$ cat config.mk
export PLATFORM = sky130hd
export DESIGN_NAME = jtframe_joy_serial_rx_flat
export DESIGN_NICKNAME = d
export VERILOG_FILES = /design/src/rtl/jtframe_joy_serial_rx_if.sv /design/src/rtl/jtframe_joy_serial_rx.sv /design/src/flat_wrapper.sv
export SDC_FILE = /design/constraint.sdc
export NUM_CORES = 1
export LEC_CHECK = 0
export CAP_MARGIN = 25
export CELL_PAD_IN_SITES_DETAIL_PLACEMENT = 0
export CELL_PAD_IN_SITES_GLOBAL_PLACEMENT = 1
export CORE_ASPECT_RATIO = 1.1
export CORE_MARGIN = 2
export CORE_UTILIZATION = 49
export DETAILED_ROUTE_END_ITERATION = 10
export PLACE_DENSITY = 0.91
export SLEW_MARGIN = 0
export SYNTH_ARGS = -nofsm -noshare
export SYNTH_HDL_FRONTEND = slang
export SYNTH_SLANG_ARGS = --single-unit
$ cat constraint.sdc
create_clock -name clk -period 5.5 [get_ports clk]
set_clock_uncertainty 0.1 [all_clocks]
set_input_delay 1.375 -clock clk [delete_from_list [all_inputs] [get_ports clk]]
set_output_delay 1.375 -clock clk [all_outputs]
set_load 0.1 [all_outputs]
$ cat src/rtl/jtframe_joy_serial_rx_if.sv
// Board-side joystick chain pins plus the decoded joystick buses of
// jtframe_joy_serial_rx. The receiver uses the master view.
interface jtframe_joy_serial_rx_if;
  logic        joy_data;
  logic        joy_clk;
  logic        joy_load;
  logic [5:0]  joy1;
  logic [5:0]  joy2;
  logic        frame_stb;
  logic [15:0] raw;

  modport master (
    input  joy_data,
    output joy_clk, joy_load, joy1, joy2, frame_stb, raw
  );

  modport slave (
    output joy_data,
    input  joy_clk, joy_load, joy1, joy2, frame_stb, raw
  );
endinterface

$ cat src/rtl/jtframe_joy_serial_rx.sv
// NeptUNO serial joystick reader: loads and clocks a 16-bit 74HC165 chain,
// deserialises it and presents two debounced active-low 6-bit joystick buses.
module jtframe_joy_serial_rx #(
  parameter int CLKDIV   = 8,
  parameter int GAPTICKS = 16,
  parameter int DEBOUNCE = 1
) (
  input  logic                    clk,
  input  logic                    rst_n,
  jtframe_joy_serial_rx_if.master bus
);

  typedef enum logic [2:0] {
    ST_LOAD,
    ST_SHIFT_LO,
    ST_SHIFT_HI,
    ST_FRAME,
    ST_GAP
  } state_t;

  state_t      state_q, state_d;
  logic [7:0]  div_q, div_d;
  logic [7:0]  gap_q, gap_d;
  logic [3:0]  bit_q, bit_d;
  logic [15:0] sr_q, sr_d;
  logic [15:0] prev_q, prev_d;
  logic [15:0] raw_q, raw_d;
  logic [5:0]  joy1_q, joy1_d;
  logic [5:0]  joy2_q, joy2_d;
  logic        jclk_q, jclk_d;
  logic        load_q, load_d;
  logic        stb_q, stb_d;
  logic        tick;

  assign tick  = (div_q == 8'(CLKDIV - 1));
  assign div_d = tick ? 8'd0 : div_q + 8'd1;

  always_comb begin
    state_d = state_q;
    gap_d   = gap_q;
    bit_d   = bit_q;
    sr_d    = sr_q;
    prev_d  = prev_q;
    raw_d   = raw_q;
    joy1_d  = joy1_q;
    joy2_d  = joy2_q;
    jclk_d  = jclk_q;
    load_d  = load_q;
    stb_d   = 1'b0;
    if (tick) begin
      unique case (state_q)
        // After reset load is still high here, so one extra tick is spent
        // driving it low; frames entered from GAP arrive with load already low.
        ST_LOAD: begin
          if (load_q) begin
            load_d = 1'b0;
          end else begin
            load_d  = 1'b1;
            bit_d   = 4'd0;
            state_d = ST_SHIFT_LO;
          end
        end
        ST_SHIFT_LO: begin
          sr_d[bit_q] = bus.joy_data;
          jclk_d      = 1'b1;
          state_d     = ST_SHIFT_HI;
        end
        ST_SHIFT_HI: begin
          jclk_d = 1'b0;
          if (bit_q == 4'd15) begin
            state_d = ST_FRAME;
          end else begin
            bit_d   = bit_q + 4'd1;
            state_d = ST_SHIFT_LO;
          end
        end
        ST_FRAME: begin
          raw_d = sr_q;
          stb_d = 1'b1;
          if (DEBOUNCE == 0 || sr_q == prev_q) begin
            joy1_d = {sr_q[5], sr_q[4], sr_q[0], sr_q[1], sr_q[2], sr_q[3]};
            joy2_d = {sr_q[13], sr_q[12], sr_q[8], sr_q[9], sr_q[10], sr_q[11]};
          end
          prev_d  = sr_q;
          gap_d   = 8'd0;
          state_d = ST_GAP;
        end
        ST_GAP: begin
          if (gap_q == 8'(GAPTICKS - 1)) begin
            gap_d   = 8'd0;
            load_d  = 1'b0;
            state_d = ST_LOAD;
          end else begin
            gap_d = gap_q + 8'd1;
          end
        end
        default: state_d = ST_LOAD;
      endcase
    end
  end

  always_ff @(posedge clk or negedge rst_n) begin
    if (!rst_n) begin
      state_q <= ST_LOAD;
      div_q   <= 8'd0;
      gap_q   <= 8'd0;
      bit_q   <= 4'd0;
      prev_q  <= 16'hFFFF;
      raw_q   <= 16'hFFFF;
      joy1_q  <= 6'h3F;
      joy2_q  <= 6'h3F;
      jclk_q  <= 1'b0;
      load_q  <= 1'b1;
      stb_q   <= 1'b0;
    end else begin
      state_q <= state_d;
      div_q   <= div_d;
      gap_q   <= gap_d;
      bit_q   <= bit_d;
      prev_q  <= prev_d;
      raw_q   <= raw_d;
      joy1_q  <= joy1_d;
      joy2_q  <= joy2_d;
      jclk_q  <= jclk_d;
      load_q  <= load_d;
      stb_q   <= stb_d;
    end
  end

  // Shift register holds only in-flight data; it is fully rewritten every frame.
  always_ff @(posedge clk) begin
    sr_q <= sr_d;
  end

  assign bus.joy_clk   = jclk_q;
  assign bus.joy_load  = load_q;
  assign bus.joy1      = joy1_q;
  assign bus.joy2      = joy2_q;
  assign bus.frame_stb = stb_q;
  assign bus.raw       = raw_q;

endmodule

$ cat src/flat_wrapper.sv
// flat-port wrapper written by rule: the top's interface ports become plain ports
module jtframe_joy_serial_rx_flat 
#(
  parameter int CLKDIV   = 8,
  parameter int GAPTICKS = 16,
  parameter int DEBOUNCE = 1
)
  (clk, rst_n, bus_joy_data, bus_joy_clk, bus_joy_load, bus_joy1, bus_joy2, bus_frame_stb, bus_raw);
  jtframe_joy_serial_rx_if bus_i ();
  input  logic clk;
  input  logic rst_n;
  input wire logic [$bits(bus_i.joy_data)-1:0] bus_joy_data;
  output wire logic [$bits(bus_i.joy_clk)-1:0] bus_joy_clk;
  output wire logic [$bits(bus_i.joy_load)-1:0] bus_joy_load;
  output wire logic [$bits(bus_i.joy1)-1:0] bus_joy1;
  output wire logic [$bits(bus_i.joy2)-1:0] bus_joy2;
  output wire logic [$bits(bus_i.frame_stb)-1:0] bus_frame_stb;
  output wire logic [$bits(bus_i.raw)-1:0] bus_raw;
  assign bus_i.joy_data = bus_joy_data;
  assign bus_joy_clk = bus_i.joy_clk;
  assign bus_joy_load = bus_i.joy_load;
  assign bus_joy1 = bus_i.joy1;
  assign bus_joy2 = bus_i.joy2;
  assign bus_frame_stb = bus_i.frame_stb;
  assign bus_raw = bus_i.raw;
  jtframe_joy_serial_rx #(.CLKDIV(CLKDIV), .GAPTICKS(GAPTICKS), .DEBOUNCE(DEBOUNCE)) u_core (.clk(clk), .rst_n(rst_n), .bus(bus_i));
endmodule
==> qor.yml <==
run_status:
  status: "finished, final reports clean"
logic_synthesis:
  synth_cell_type_count: 39
  ys_seq_elements: 70
  syn-cell-area_um2: 3250
  async_reset_ff_frac: 0.771
  synth_edf_count: 16
  syn_area_per_cell_um2: 12.7
  syn_nets: 265
  yosysSeqAreaShare: 0.575
  synth_warnings: 0
  ys.flop_type: "dfstp_2"
  syn_inst: 256
timing:
  slew_violations: 0
  finalSetupTns_ns: 0
  hold_viol: 0
  finalCritPeriodShare: 0.638
  fmax_mhz: 285
  worst_pin_slew_ns: 0.966
  layout_min_cycle_time_ns: 3.51
  setup_viol: 0
  maxSlewHeadroom: 0.354
  rsz0062_at_grt: "false"
  hold_ws_ns: 0.383
routing:
  wirelength_mm: 5.73
  firstDrtPassIters: 4
  drc: 0
  drt-initial-drc-count: 106
  via_per_inst: 5.46
  vias: 2076
  wl_per_cell_um: 15.1
  postRouteAntennaNets: 0
die:
  core_um2: 6520
  rows: 31
  start_util: 0.498
  io_pins: 34
  die_x_um: 81.6
  die_area_um2: 7300
  fp.dieH_um: 89.4
power:
  switchingPower_uw: 213
  p_seq_frac: 0.502
  swShare: 0.201
  power_frac_clock: 0.488
  combPwrFrac: 0.010
  p_int_uw: 846
  power.density_nw_per_um2: 272
  ir_drop_uv: 216
  p_leak_nw: 1.54
grt:
  antenna_found_initial: 0
  grt_first_pass_wirelength_mm: 9.23
  track_usage: 0.171
  overflow: 0
  grt_max_degree: 35
  first_global_vias: 1918
final_layout:
  area_growth_pct: 19.9
  final_util: 0.598
  regArea_um2: 1870
  n_fill_cell: 514
  fin_nets: 302
  final_layout_size_suffix_gt1_frac: 0.279
  multiInputGateArea_um2: 1310
  antenna_cells: 0
  final_common_cell: "clkdlybuf4s50_1"
  mostFrequentLayoutCells: "clkdlybuf4s50_1 (32), dfstp_2 (29), dfrtp_1 (25)"
setup_path:
  critPathKind: "reg2out"
  critPathBufInv: 1
  cpLargestDelayFamily: "buffers and inverters"
  critPathLaunchType: "flip-flop"
  worstPathRequired_ns: 4.03
  max_stage_delay_ns: 1.13
  worstPathCellList: "clkdlybuf4s50_1"
  worst-path-max-fanout: 3
  worst_setup_path_end_kind: "output port"
  critPathSlowestCell: "clkdlybuf4s50_1"
  arrival_ns: 2.03
clocking:
  cts_made_buffers: 9
  cts_tree: "done"
  clock-sinks: 70
  cts_root_buf: "clkbuf_8"
  path_clk_slew_ns: 0.08
  cts-hold-fix-buffers: 0
  htreeDepth: 3
  clock_latency_ns: 0.34
  cts_setup_buffers: 0
  clock_path_buffers: 2
  cts_resized: 0
run:
  max-cap-violations: 0
placement:
  gp_congestion: 0.788
  io_buffers: 33
  dp_hpwl_mm: 3.99
worst_hold_path:
  hold_class: "reg2reg"
registers in the layout, summed over array words and instances, names as in the netlist:
name and count:
u_core.prev_q 16, u_core.sr_q 16, u_core.div_q 8, u_core.gap_q 8, u_core.bus.joy1 6, u_core.bus.joy2 6
u_core.bit_q 4, u_core.state_q 3, u_core.bus.frame_stb 1, u_core.bus.joy_clk 1, u_core.bus.joy_load 1
synth_stat cells, types with 2 or more instances:
master / count / area, um2
o21ai_0: 17 / 85.1
o31ai_1: 4 / 30.0
o41ai_1: 2 / 17.5
o211ai_1: 2 / 15.0
inv_1: 7 / 26.3
xnor2_1: 11 / 96.3
nor2_1: 14 / 52.6
nand3_1: 8 / 40.0
buf_6: 2 / 22.5
nand4_1: 4 / 25.0
ha_1: 6 / 75.1
dfrtp_1: 25 / 626
dfstp_2: 29 / 762
nor3_1: 11 / 55.1
a31oi_1: 3 / 18.8
nor3_4: 2 / 32.5
clkbuf_1: 5 / 18.8
nand2_1: 20 / 75.1
and3_1: 6 / 37.5
mux2_2: 18 / 203
xor2_1: 12 / 105
edfxtp_1: 16 / 480
mux2_4: 10 / 150
nor4_1: 7 / 43.8
path summary, 6_finish.rpt:
path,from,to,slack (ns),cells after the start
max,u_core.prev_q[13],bus_raw[13],1.99,1
max reg2reg,u_core.div_q[5],u_core.bus.joy1[1],2.94,5
min reg2reg,u_core.div_q[0],u_core.div_q[0],0.38,1
max in group asynchronous,rst_n,u_core.prev_q[3],3.59,2
min in group asynchronous,rst_n,u_core.bus.frame_stb,0.87,1
min,u_core.div_q[0],u_core.div_q[0],0.38,1
per-layer routing:
metal	part of all wire	vias up	wire (um)	global-route usage
met5	0	-	0	0
met4	0.014	0	79	0.0727
met3	0.031	6	176	0.0424
met2	0.48	44	2750	0.257
met1	0.48	1025	2730	0.236
li1	-	1001	-	-
cells by family after synthesis:
logic type	after synthesis	share of synthesized area
fa+ha+maj	6	0.0231
buf+inv	15	0.0231
mux	28	0.109
xor+xnor	23	0.0620
flops	70	0.575
simple gates	84	0.153
compound gates	30	0.0555
area by class of cell:
class,instances,share of cell area
Clock inverter,5,0.0222
Inverter,7,0.00675
Timing Repair Buffer,34,0.0854
Multi-Input combinational cell,171,0.335
Clock buffer,11,0.0447
Tap cell,82,0.0263
Sequential cell,70,0.480
stage by stage:
step	power, mW	instance area [um2]	instances	setup slack [ns]
after detailed placement	0.552	3630	364	2.35
after CTS	1.07	3890	380	1.97
after global placement	0.552	3630	364	2.36
after floorplan	0.542	3250	256	3.12
final	1.06	3890	380	1.99
after global routing	1.10	3890	380	1.94
power groups by stage:
stage | registers (mW) | logic [mW] | clock network [mW]
after floorplan | 0.542 | 0.000000546 | 0
after detailed placement | 0.541 | 0.0109 | 0
after global routing | 0.532 | 0.0124 | 0.552
after CTS | 0.532 | 0.0109 | 0.527
final | 0.532 | 0.0102 | 0.517
after global placement | 0.541 | 0.0107 | 0
Power figures use the tool's default switching activity.
